File: src/rtl/cache_fill_fsm.sv
// cache_fill_fsm: miss-handling controller that fills one 16-byte cache
// block (eight 16-bit words) from main memory using pipelined reads.
//
// Ports:
//   clk, rst_n          - clock, synchronous active-low reset
//   miss_detected       - cache lookup missed this cycle
//   miss_address[15:0]  - byte address of the missing access
//   memory_data[15:0]   - read data from main memory (routed externally)
//   memory_data_valid   - memory_data holds a returned word this cycle
//   fsm_busy            - fill in progress, pipeline stall
//   mem_read_req        - issue a read of memory_address this cycle
//   memory_address      - read address sent to main memory
//   write_data_array    - write the returned word into the data array
//   data_array_addr     - byte address of the word being written
//   write_tag_array     - write tag and set valid for the block
//   fill_done           - single-cycle block-complete pulse
module cache_fill_fsm #(
    parameter int WORDS       = 8,
    parameter int MEM_LATENCY = 4
) (
    input  logic        clk,
    input  logic        rst_n,
    input  logic        miss_detected,
    input  logic [15:0] miss_address,
    input  logic [15:0] memory_data,
    input  logic        memory_data_valid,
    output logic        fsm_busy,
    output logic        mem_read_req,
    output logic [15:0] memory_address,
    output logic        write_data_array,
    output logic [15:0] data_array_addr,
    output logic        write_tag_array,
    output logic        fill_done
);

    typedef enum logic {
        IDLE = 1'b0,
        FILL = 1'b1
    } state_e;

    localparam logic [3:0] REQ_LIMIT = 4'(WORDS);
    localparam logic [3:0] RCV_LAST  = 4'(WORDS - 1);

    state_e      state_q, state_d;
    logic [11:0] base_q,  base_d;
    logic [3:0]  req_cnt_q, req_cnt_d;
    logic [3:0]  rcv_cnt_q, rcv_cnt_d;

    // Data itself goes straight from memory to the data array; the block
    // offset is dropped because a fill always starts at word 0.
    logic unused_ok;
    assign unused_ok = ^{memory_data, miss_address[3:0], 1'(MEM_LATENCY)};

    always_ff @(posedge clk) begin
        if (!rst_n) begin
            state_q   <= IDLE;
            base_q    <= '0;
            req_cnt_q <= '0;
            rcv_cnt_q <= '0;
        end else begin
            state_q   <= state_d;
            base_q    <= base_d;
            req_cnt_q <= req_cnt_d;
            rcv_cnt_q <= rcv_cnt_d;
        end
    end

    always_comb begin
        state_d          = state_q;
        base_d           = base_q;
        req_cnt_d        = req_cnt_q;
        rcv_cnt_d        = rcv_cnt_q;
        fsm_busy         = 1'b0;
        mem_read_req     = 1'b0;
        memory_address   = 16'h0000;
        write_data_array = 1'b0;
        data_array_addr  = 16'h0000;
        write_tag_array  = 1'b0;
        fill_done        = 1'b0;

        unique case (state_q)
            IDLE: begin
                if (miss_detected) begin
                    base_d    = miss_address[15:4];
                    req_cnt_d = '0;
                    rcv_cnt_d = '0;
                    state_d   = FILL;
                end
            end
            FILL: begin
                fsm_busy = 1'b1;

                // Request side saturates after the last word is issued.
                if (req_cnt_q < REQ_LIMIT) begin
                    mem_read_req   = 1'b1;
                    memory_address = {base_q, req_cnt_q[2:0], 1'b0};
                    req_cnt_d      = req_cnt_q + 4'd1;
                end

                // Memory returns words in request order, so the receive
                // count alone selects the destination word.
                write_data_array = memory_data_valid;
                data_array_addr  = {base_q, rcv_cnt_q[2:0], 1'b0};

                if (memory_data_valid) begin
                    rcv_cnt_d = rcv_cnt_q + 4'd1;
                    if (rcv_cnt_q == RCV_LAST) begin
                        write_tag_array = 1'b1;
                        fill_done       = 1'b1;
                        state_d         = IDLE;
                    end
                end
            end
            default: state_d = IDLE;
        endcase
    end

endmodule

File: config.mk
export PLATFORM = sky130hd
export DESIGN_NAME = cache_fill_fsm
export DESIGN_NICKNAME = d
export VERILOG_FILES = /design/src/rtl/cache_fill_fsm.sv
export SDC_FILE = /design/constraint.sdc
export NUM_CORES = 1
export LEC_CHECK = 0
export BUFFER_PORTS_ARGS = -buffer_cell sky130_fd_sc_hd__buf_2
export CAP_MARGIN = 20
export CORE_MARGIN = 8
export CORE_UTILIZATION = 45
export CTS_BUF_LIST = sky130_fd_sc_hd__clkbuf_8
export DETAILED_ROUTE_END_ITERATION = 10
export PLACE_DENSITY = 0.95
export SLEW_MARGIN = 10
export SYNTH_ARGS = -nofsm -noshare
export SYNTH_HDL_FRONTEND = slang
export SYNTH_SLANG_ARGS = --single-unit
export TNS_END_PERCENT = 30
File: constraint.sdc
create_clock -name clk -period 3 [get_ports clk]
set_clock_uncertainty 0.2 [all_clocks]
set_input_delay 0.3 -clock clk [delete_from_list [all_inputs] [get_ports clk]]
set_output_delay 0.3 -clock clk [all_outputs]
set_load 0.02 [all_outputs]
-- Word-level counts from Yosys, hierarchy flattened
Cells that the tools add are included.
W data, S select, Z words.
- input bits: 36
- flip-flop bits (word level): 21
- output and inout bits: 37
- bitwise logic cells: 1
- equal/unequal tests: 4
- add/subtract/negate cells: 2
- multiplexer cells: 19
- reduce and logical (&&, ||, !) cells: 3
- magnitude comparators: 1
- operator list (kind ; count):
    $mux W16 ; 3
    $pmux W4 S2 ; 2
    $mux W4 ; 3
    $mux W1 ; 10
    $add A4 B1 Y4 const B ; 2
    $reduce_and A2 Y1 ; 3
    $eq A4 B3 Y1 const B ; 1
    $lt A4 B4 Y1 const B ; 1
    $ne A2 B2 Y1 const B ; 2
    $ne A2 B1 Y1 const B ; 1
    $pmux W1 S2 ; 1
    $not A1 Y1 ; 1

-- Logic depth before layout (Yosys ltp)
Gate-level depths: netlist of run 1.
- word-level depth: 4
- gate-level depth with buffers: 5
- gate-level depth less buffers: 4

-- Worst setup path before layout of run 1
No wires, ideal clock.
- path kind: register to output
- start point: register state_q
- end point: output port write_tag_array
- stages on the path, launching flop included: 5
- arrival time: 1.373 ns
- data required time: 2.500 ns
- setup slack: 1.127 ns
- path through: dfxtp_1 -> buf_2 -> nand4_1 -> nor2_1 -> buf_4
- word-level cells in the longest chain between the ends: 1
- RTL lines (item ; RTL line ; RTL):
    from (decl) ; 44 ; state_e state_q, state_d;
    from (signal assigned) ; 61 ; state_q <= state_d;
    $mux W1 ; n/a ;
    to (decl) ; 32 ; output logic write_tag_array,
No other way between the ends.

-- Worst setup path in the final report of run 1
- start point: register req_cnt_q[3]
- end point: output port memory_address[1]
- word-level cells in the longest chain between the ends: 3
- RTL lines (item ; RTL line ; RTL):
    from (decl) ; 46 ; logic [3:0] req_cnt_q, req_cnt_d;
    from (signal assigned) ; 63 ; req_cnt_q <= req_cnt_d;
    $lt A4 B4 Y1 ; 94 ; if (req_cnt_q < REQ_LIMIT) begin
    $mux W16 ; 94 ;
    $mux W16 ; 81 ; unique case (state_q)
    to (decl) ; 29 ; output logic [15:0] memory_address,
No other way between the ends.

==> run metrics, run 1 <==
largest area contributor in the netlist dfxtp_1; FFs w/ async S/R, synth 0; Post-Syn Instances 137; routed wire length 2560 um; FP Rows 18; Post-route DRC 0; layout cell share with drive strength beyond 1 0.306; Buf/Inv on CP 2; Avg Cell Area, Syn 7.95 um2; Root Driver clkbuf_8; clock-pin slew on the worst setup and hold paths 70 ps; Hold WS 87.6 ps; Nets 222; Netlist cell types 26; Tot Pwr 0.000565 W; die height 65.2 um; Clock Tree Buf Depth 2; crit-path leading delay family buffers and inverters; FF+latch count, synth 21; die area 4250 um2; Post-Synth Adder-Cell Area 0.0230; grt met1 use 0.141; antenna cell count 0; Tot GR Track Use 0.126; clock sink count 21; area grow syn2layout 26.4%; number of synthesized flops with an enable pin 0; drt via density 4.68; Least-Margin Pin Slew 649 ps; TritonCTS clock tree done; R2R Setup Slk 1210 ps; initial antenna violation count 0; compound-cell area share of the yosys netlist 0.146; setup bufs post-CTS 0; maxcap violations 0; CP Cell Sequence nand2b_1, inv_1, and2_1, buf_2; routed via count 997; first-pass GRT wire length 4360 um; GRT met2 Usage 0.203; GR Layer Usage met3 0.0527; largest cells by area after synthesis dfxtp_1, and2_1, a21boi_0; Gates resized, CTS repair 0; Max-slew headroom 0.568; routability congestion estimate 0.705; HP Class in2reg; Synth Cell Area 1090 um2; hpwl dp 1930 um; Critical Path RT 2500 ps; Max IR drop VDD 0.322 mV; min Tclk post-route 1960 ps; Initial DRT Pass Iterations 4; PD cells 410 nW/um2; share of synthesized cell area in and, or, nand and nor gates 0.357; yosys warns 0; startpoint types register; largest net degree at the start of global routing 25; Die X 65.2 um; most common cell after layout, fill and taps aside buf_2; Period Utilization, post-route 0.652; final slew viol count 0; Clock Latency Late Sink 250 ps; Wirelength per Cell 12.0 um; largest family of logic cells by synthesized area simple AND/OR/NAND/NOR gates; Synth top area share 0.386; total congestion overflow 0; CP max stage cell inv_1; CTS Buf Count 3; Final Core Density 0.577; IO Port Bufs 50; register area share after synthesis 0.386; mux contribution to synthesized area 0.0103; crit path DAT 1460 ps; element type at the critical path end primary output; GRT Max-Usage Layer met2; Final Hold Vio Count 0; Initial Util 0.456; crit path kind reg2out; vias in the first global route 988; Core Region 2390 um2; Iter 0 DRT Violations 25; most frequent cells in the layout buf_2, and2_1, nand2_1, dfxtp_1, a21boi_0; fmax 0.511 GHz; total negative slack 0 ps; IO Pins 73; status completed; Static Leak 0.713 nW; XOR/XNOR share of the synthesized area 0.00805; # hold bufs at CTS 0; Finish-stage setup viols 0; H-tree levels 1; Main synth FF type dfxtp_1; slowest cell delay on critical path 350 ps; ANT nets after route 0; Max Fanout on Critical Path 18; unrepaired setup endpoints after global routing no
## sequential cells by signal, summed over array words and instances (netlist names)
name       count
state_q        1
rcv_cnt_q      4
base_q        12
req_cnt_q      4
## final timing paths
check             cells after the start                       from                         to
hold reg to reg                       2    base_q[10]$_SDFFE_PN0P_    base_q[10]$_SDFFE_PN0P_
hold / removal                        3            miss_address[9]     base_q[5]$_SDFFE_PN0P_
setup reg to reg                      4         state_q$_SDFF_PN0_  rcv_cnt_q[0]$_SDFFE_PN0P_
setup / recovery                      4  req_cnt_q[3]$_SDFFE_PN0P_          memory_address[1]
## final cells by class
type	count	area, um2
inverters	2	7.51
multi-input cells	104	601
repair buffers	52	265
well taps	30	37.5
clock buffers	3	41.3
flip-flops and latches	21	420
fillers	250	1010
clock inverters	1	3.75
## metal layers
| layer | vias up | part of all wire |
|---|---|---|
| met2 | 34 | 0.46 |
| met5 | - | 0 |
| met4 | 0 | 0.013 |
| met1 | 431 | 0.42 |
| li1 | 528 | - |
| met3 | 4 | 0.10 |
## worst register-to-register path: stages (launching register included)
cell and delay [ps]:
dfxtp_1 310, buf_4 200, nand2b_1 460, and3_1 350
o21a_1 170
## metrics by stage
step           worst slack [ps]  instances  area (um2)
5_1_grt                     931        213        1380
3_3_place_gp               1200        209        1330
2_1_floorplan              1130        138        1090
6_report                   1040        213        1380
3_5_place_dp               1210        209        1330
4_1_cts                    1030        213        1380
## power by group
| part | internal [W] | total, W | switching [W] |
|---|---|---|---|
| clock | 0.0000909 | 0.000174 | 0.0000826 |
| combinational | 0.0000349 | 0.0000918 | 0.0000568 |
| sequential | 0.000291 | 0.000300 | 0.00000825 |
## synth_stat cells (2+ instances only)
library cell  number
ha_1               2
and2_1            30
dfxtp_1           21
clkbuf_1           3
nor2_1             5
nand2_1           28
a21boi_0          14
and3_1             2
nand2b_1           3
buf_2              3
a21boi_1           2
buf_4              5
nand3_1            4
o21ai_0            2
inv_1              2
## cells by family after synthesis
kind of cell	count (synthesis)
AOI/OAI and AO/OA	22
xor gates and xnor gates	1
adders and majority gates	2
buffers and inverters	13
DFF	21
muxes	1
other	1
and+or+nand+nor	76
Power figures use the tool's default switching activity.
==> run 2, diff against run 1 <==
--- a/config.mk
+++ b/config.mk
@@ -8,10 +8,10 @@
 export BUFFER_PORTS_ARGS = -buffer_cell sky130_fd_sc_hd__buf_2
 export CAP_MARGIN = 20
 export CORE_MARGIN = 8
-export CORE_UTILIZATION = 45
+export CORE_UTILIZATION = 38
 export CTS_BUF_LIST = sky130_fd_sc_hd__clkbuf_8
 export DETAILED_ROUTE_END_ITERATION = 10
-export PLACE_DENSITY = 0.95
+export PLACE_DENSITY = 0.87
 export SLEW_MARGIN = 10
 export SYNTH_ARGS = -nofsm -noshare
 export SYNTH_HDL_FRONTEND = slang
==> constraint.sdc (replaced) <==
create_clock -name clk -period 1.7 [get_ports clk]
set_clock_uncertainty 0.2 [all_clocks]
set_input_delay 0.17 -clock clk [delete_from_list [all_inputs] [get_ports clk]]
set_output_delay 0.17 -clock clk [all_outputs]
set_load 0.02 [all_outputs]
==> run metrics, run 2 (synthesis results as in run 1) <==
status completed (unchanged); crit path DAT 1260 ps (was 1460 ps); first-pass GRT wire length 4730 um (was 4360 um); storage element area 429 um2 (was 420 um2); Clock Latency Late Sink 260 ps (was 250 ps); fillers 255 (was 250); Clock Tree Buf Depth 2 (unchanged); ANT nets after route 0 (unchanged); Final Hold Vio Count 0 (unchanged); Most flops, register base_q (unchanged); FP Rows 19 (was 18); Die X 69.5 um (was 65.2 um); Largest register FFs 12 (unchanged); Static Leak 0.800 nW (was 0.713 nW); Final Core Density 0.582 (was 0.577); largest net degree at the start of global routing 21 (was 25); routed wire length 2850 um (was 2560 um); die height 69.5 um (was 65.2 um); TritonCTS clock tree done (unchanged); most frequent cells in the layout buf_2, and2_1, nand2_1, dfxtp_1, a21boi_0 (unchanged); Max IR drop VDD 0.599 mV (was 0.322 mV); crit path kind reg2out (unchanged); routed via count 1109 (was 997); element type at the critical path end primary output (unchanged); multi-input combinational cell area 611 um2 (was 601 um2); clock sink count 21 (unchanged); Wirelength per Cell 12.2 um (was 12.0 um); Tot GR Track Use 0.114 (was 0.126); CP max stage cell dfxtp_1 (was inv_1); drt via density 4.76 (was 4.68); Period Utilization, post-route 0.960; startpoint types register (unchanged); Tot Pwr 0.00105 W (was 0.000565 W); final slew viol count 0 (unchanged); Iter 0 DRT Violations 36 (was 25); layout cell share with drive strength beyond 1 0.337 (was 0.306); area grow syn2layout 46.2% (was 26.4%); IO Port Bufs 50 (unchanged); min Tclk post-route 1630 ps; antenna cell count 0 (unchanged); hpwl dp 2110 um (was 1930 um); PD cells 659 nW/um2 (was 410 nW/um2); fmax 0.613 GHz; CP Cell Sequence nand2b_4, inv_2, buf_12, and2_1, buf_2 (was nand2b_1, inv_1, and2_1, buf_2); total negative slack 0 ps (unchanged); Nets 241 (was 222); clock-pin slew on the worst setup and hold paths 70 ps (about the same); H-tree levels 1 (unchanged); maxcap violations 0 (unchanged); most common cell after layout, fill and taps aside buf_2 (unchanged); CTS Buf Count 3 (unchanged); Initial DRT Pass Iterations 2 (was 4); IO Pins 73 (unchanged); top flop regs base_q (12), rcv_cnt_q (4), req_cnt_q (4) (unchanged); Core Region 2730 um2 (was 2390 um2); vias in the first global route 1035 (was 988); Initial Util 0.398 (was 0.456); slowest cell delay on critical path 360 ps (was 350 ps); HP Class in2reg (unchanged); total congestion overflow 0 (unchanged); Max Fanout on Critical Path 16 (was 18); routability congestion estimate 0.735 (was 0.705); Finish-stage setup viols 0 (unchanged); Post-route DRC 0 (unchanged); Root Driver clkbuf_8 (unchanged); die area 4830 um2 (was 4250 um2); initial antenna violation count 0 (unchanged); Critical Path RT 1330 ps (was 2500 ps)
run 2: changes by cell type in the layout (fill, tap and decap cells not counted), moves of 2 or more:
cell / previous run / this run
dfxtp_1: 21 / 18
dfxtp_4: 0 / 2
buf_4: 2 / 10
buf_2: 50 / 47
dlygate4sd3_1: 0 / 13
run 2: routing by layer:
layer / track usage / vias to the layer above / part of all wire
li1: - / 569 / -
met1: 0.121 / 507 / 0.41
met2: 0.199 / 29 / 0.51
met3: 0.0529 / 4 / 0.068
met4: 0.0273 / 0 / 0.011
met5: 0 / - / 0
run 2: final timing paths:
path	start	to	slack (ps)	cells past startpoint
max	req_cnt_q[3]$_SDFFE_PN0P_	memory_address[12]	70	5
min reg2reg	base_q[6]$_SDFFE_PN0P_	base_q[6]$_SDFFE_PN0P_	270	2
min	rst_n	rcv_cnt_q[0]$_SDFFE_PN0P_	80	2
max reg2reg	state_q$_SDFF_PN0_	rcv_cnt_q[2]$_SDFFE_PN0P_	230	4
run 2: cell type report:
class                           count  area share
Multi-Input combinational cell    104       0.384
Timing Repair Buffer               71       0.289
Sequential cell                    21       0.270
Clock buffer                        3      0.0259
Tap cell                           31      0.0244
Inverter                            2     0.00472
Clock inverter                      1     0.00236
run 2: what timing repair did:
item	CTS	global route
setup endpoints to repair	14	16
gates resized for setup	2	8
endpoints found under the hold margin	13	0
pin swaps	0	1
setup buffers	0	1
hold buffers	13	0
run 2: where the power goes:
part / leakage (nW) / total, W / switching [W] / internal (W)
Clock: 0.0269 / 0.000314 / 0.000154 / 0.000161
Sequential: 0.173 / 0.000531 / 0.0000178 / 0.000513
Combinational: 0.600 / 0.000204 / 0.000107 / 0.0000969
run 2: worst max-delay path, delay by kind of cell (launching register included):
family                 cells  cell delay (ps)
buffers and inverters      3              350
flip-flops                 1              360
AND/OR/NAND/NOR            2              300
run 2: through the flow:
stage,setup slack [ps],instance area (um2),hold slack [ps],instances
after floorplan,73.4,1090,115,138
after global placement,230,1390,220,215
after detailed placement,179,1390,232,215
after CTS,15.5,1560,78.3,232
after global routing,-7.02,1590,81.6,233
final,67.6,1590,84.2,233
==> run 3, diff against run 2 <==
--- a/config.mk
+++ b/config.mk
@@ -8,10 +8,10 @@
 export BUFFER_PORTS_ARGS = -buffer_cell sky130_fd_sc_hd__buf_2
 export CAP_MARGIN = 20
 export CORE_MARGIN = 8
-export CORE_UTILIZATION = 38
+export CORE_UTILIZATION = 45
 export CTS_BUF_LIST = sky130_fd_sc_hd__clkbuf_8
 export DETAILED_ROUTE_END_ITERATION = 10
-export PLACE_DENSITY = 0.87
+export PLACE_DENSITY = 0.95
 export SLEW_MARGIN = 10
 export SYNTH_ARGS = -nofsm -noshare
 export SYNTH_HDL_FRONTEND = slang
==> constraint.sdc (replaced) <==
create_clock -name clk -period 2.1 [get_ports clk]
set_clock_uncertainty 0.2 [all_clocks]
set_input_delay 0.21 -clock clk [delete_from_list [all_inputs] [get_ports clk]]
set_output_delay 0.21 -clock clk [all_outputs]
set_load 0.02 [all_outputs]
==> run metrics, run 3 (synthesis results as in run 1) <==
Die X 65.2 um (was 69.5 um); min Tclk post-route 1890 ps; PD cells 566 nW/um2 (was 659 nW/um2); layout cell share with drive strength beyond 1 0.303 (was 0.337); clock-pin slew on the worst setup and hold paths 80 ps (was 70 ps); Clock Tree Buf Depth 2 (unchanged); total negative slack 0 ps (unchanged); Wirelength per Cell 12.7 um (was 12.2 um); top flop regs base_q (12), rcv_cnt_q (4), req_cnt_q (4) (unchanged); fillers 240 (was 255); Root Driver clkbuf_8 (unchanged); fmax 0.529 GHz; first-pass GRT wire length 4880 um (was 4730 um); Post-route DRC 0 (unchanged); Gates resized, CTS repair 0 (was 2); unrepaired setup endpoints after global routing no; area grow syn2layout 37.1% (was 46.2%); Max IR drop VDD 0.365 mV (was 0.599 mV); most frequent cells in the layout buf_2, and2_1, nand2_1, dfxtp_1, a21boi_0 (unchanged); R2R cell count 5 (was 4); initial antenna violation count 0 (unchanged); Final Hold Vio Count 0 (unchanged); clock sink count 21 (unchanged); final instance area 1490 um2 (was 1590 um2); IO Port Bufs 50 (unchanged); HP Class in2reg (unchanged); Period Utilization, post-route 0.900; total congestion overflow 0 (unchanged); final slew viol count 0 (unchanged); largest net degree at the start of global routing 21 (unchanged); routability congestion estimate 0.745 (was 0.735); Core Region 2390 um2 (was 2730 um2); H-tree levels 1 (unchanged); vias in the first global route 1082 (was 1035); hpwl dp 2040 um (was 2110 um); Initial Util 0.456 (was 0.398); CP max stage cell inv_1 (was dfxtp_1); crit path DAT 1480 ps (was 1260 ps); CP Cell Sequence nand2b_1, inv_1, and2_1, buf_2 (was nand2b_4, inv_2, buf_12, and2_1, buf_2); TritonCTS clock tree done (unchanged); ANT nets after route 0 (unchanged); crit path kind reg2out (unchanged); status completed (unchanged); die area 4250 um2 (was 4830 um2); antenna cell count 0 (unchanged); Nets 234 (was 241); startpoint types register (unchanged); DP Area 1350 um2 (was 1390 um2); Finish-stage setup viols 0 (unchanged); Largest register FFs 12 (unchanged); Most flops, register base_q (unchanged); maxcap violations 0 (unchanged); CTS Buf Count 3 (unchanged); Static Leak 0.763 nW (was 0.800 nW); Critical Path RT 1690 ps (was 1330 ps); FP Rows 18 (was 19); Initial DRT Pass Iterations 4 (was 2); slowest cell delay on critical path 340 ps (was 360 ps); Max Fanout on Critical Path 18 (was 16); routed wire length 2860 um (was 2850 um); Clock Latency Late Sink 260 ps (about the same); WHS Path Cells 3 (was 2); routed via count 1043 (was 1109); Tot GR Track Use 0.143 (was 0.114); Iter 0 DRT Violations 35 (was 36); element type at the critical path end primary output (unchanged); die height 65.2 um (was 69.5 um); drt via density 4.64 (was 4.76); most common cell after layout, fill and taps aside buf_2 (unchanged); IO Pins 73 (unchanged)
==> run 3: changes by cell type in the layout (fill, tap and decap cells not counted), moves of 2 or more <==
cell,delta
buf_2,+3
buf_4,-6
dfxtp_1,+3
dfxtp_4,-2
dlygate4sd3_1,-3
==> run 3: area by class of cell <==
class	instances	area, um2	area share
multi-input combinational	104	601	0.402
sequential	21	420	0.282
timing repair buffer	64	380	0.255
clock buffer	3	41.3	0.0277
tap	30	37.5	0.0251
inverter	2	7.51	0.00503
clock inverter	1	5.00	0.00335
==> run 3: what timing repair did <==
| item | in CTS | in global routing |
|---|---|---|
| setup endpoints to repair | 0 | 0 |
| hold buffers | 10 | 0 |
| hold endpoints to repair | 10 | 0 |
| setup buffers | 0 | 0 |
==> run 3: power breakdown <==
part	internal (W)	leakage (nW)	switching [W]	total, W
Clock	0.000132	0.0255	0.000133	0.000265
Combinational	0.0000652	0.566	0.0000861	0.000151
Sequential	0.000416	0.172	0.0000124	0.000428
==> run 3: path summary, 6_finish.rpt <==
check	startpoint	end	slack, ps
hold / removal	miss_address[13]	base_q[9]$_SDFFE_PN0P_	6
setup / recovery	req_cnt_q[3]$_SDFFE_PN0P_	memory_address[8]	210
setup reg to reg	state_q$_SDFF_PN0_	base_q[9]$_SDFFE_PN0P_	430
hold reg to reg	base_q[5]$_SDFFE_PN0P_	base_q[5]$_SDFFE_PN0P_	270
==> run 3: through the flow <==
stage,hold WS (ps),worst slack (ps),util,cells,power [W]
after detailed placement,266,432,0.564,211,0.000575
after CTS,4.81,206,0.625,225,0.000853
final,5.62,209,0.625,225,0.000845
after floorplan,155,317,-,138,0.000528
after global routing,14.4,113,0.625,225,0.000887
after global placement,254,526,0.564,211,0.000570
==> run 3: critical path: cells and delay by family, from the launching register on <==
kind	cells	cell delay (ps)
flops	1	320
simple gates	2	380
buf+inv	2	520
==> run 3: layer usage <==
metal,vias to the layer above,wire [um],track usage
li1,551,-,-
met1,456,1230,0.144
met2,32,1340,0.245
met3,4,248,0.0595
met4,0,44,0.0817
met5,-,0,0
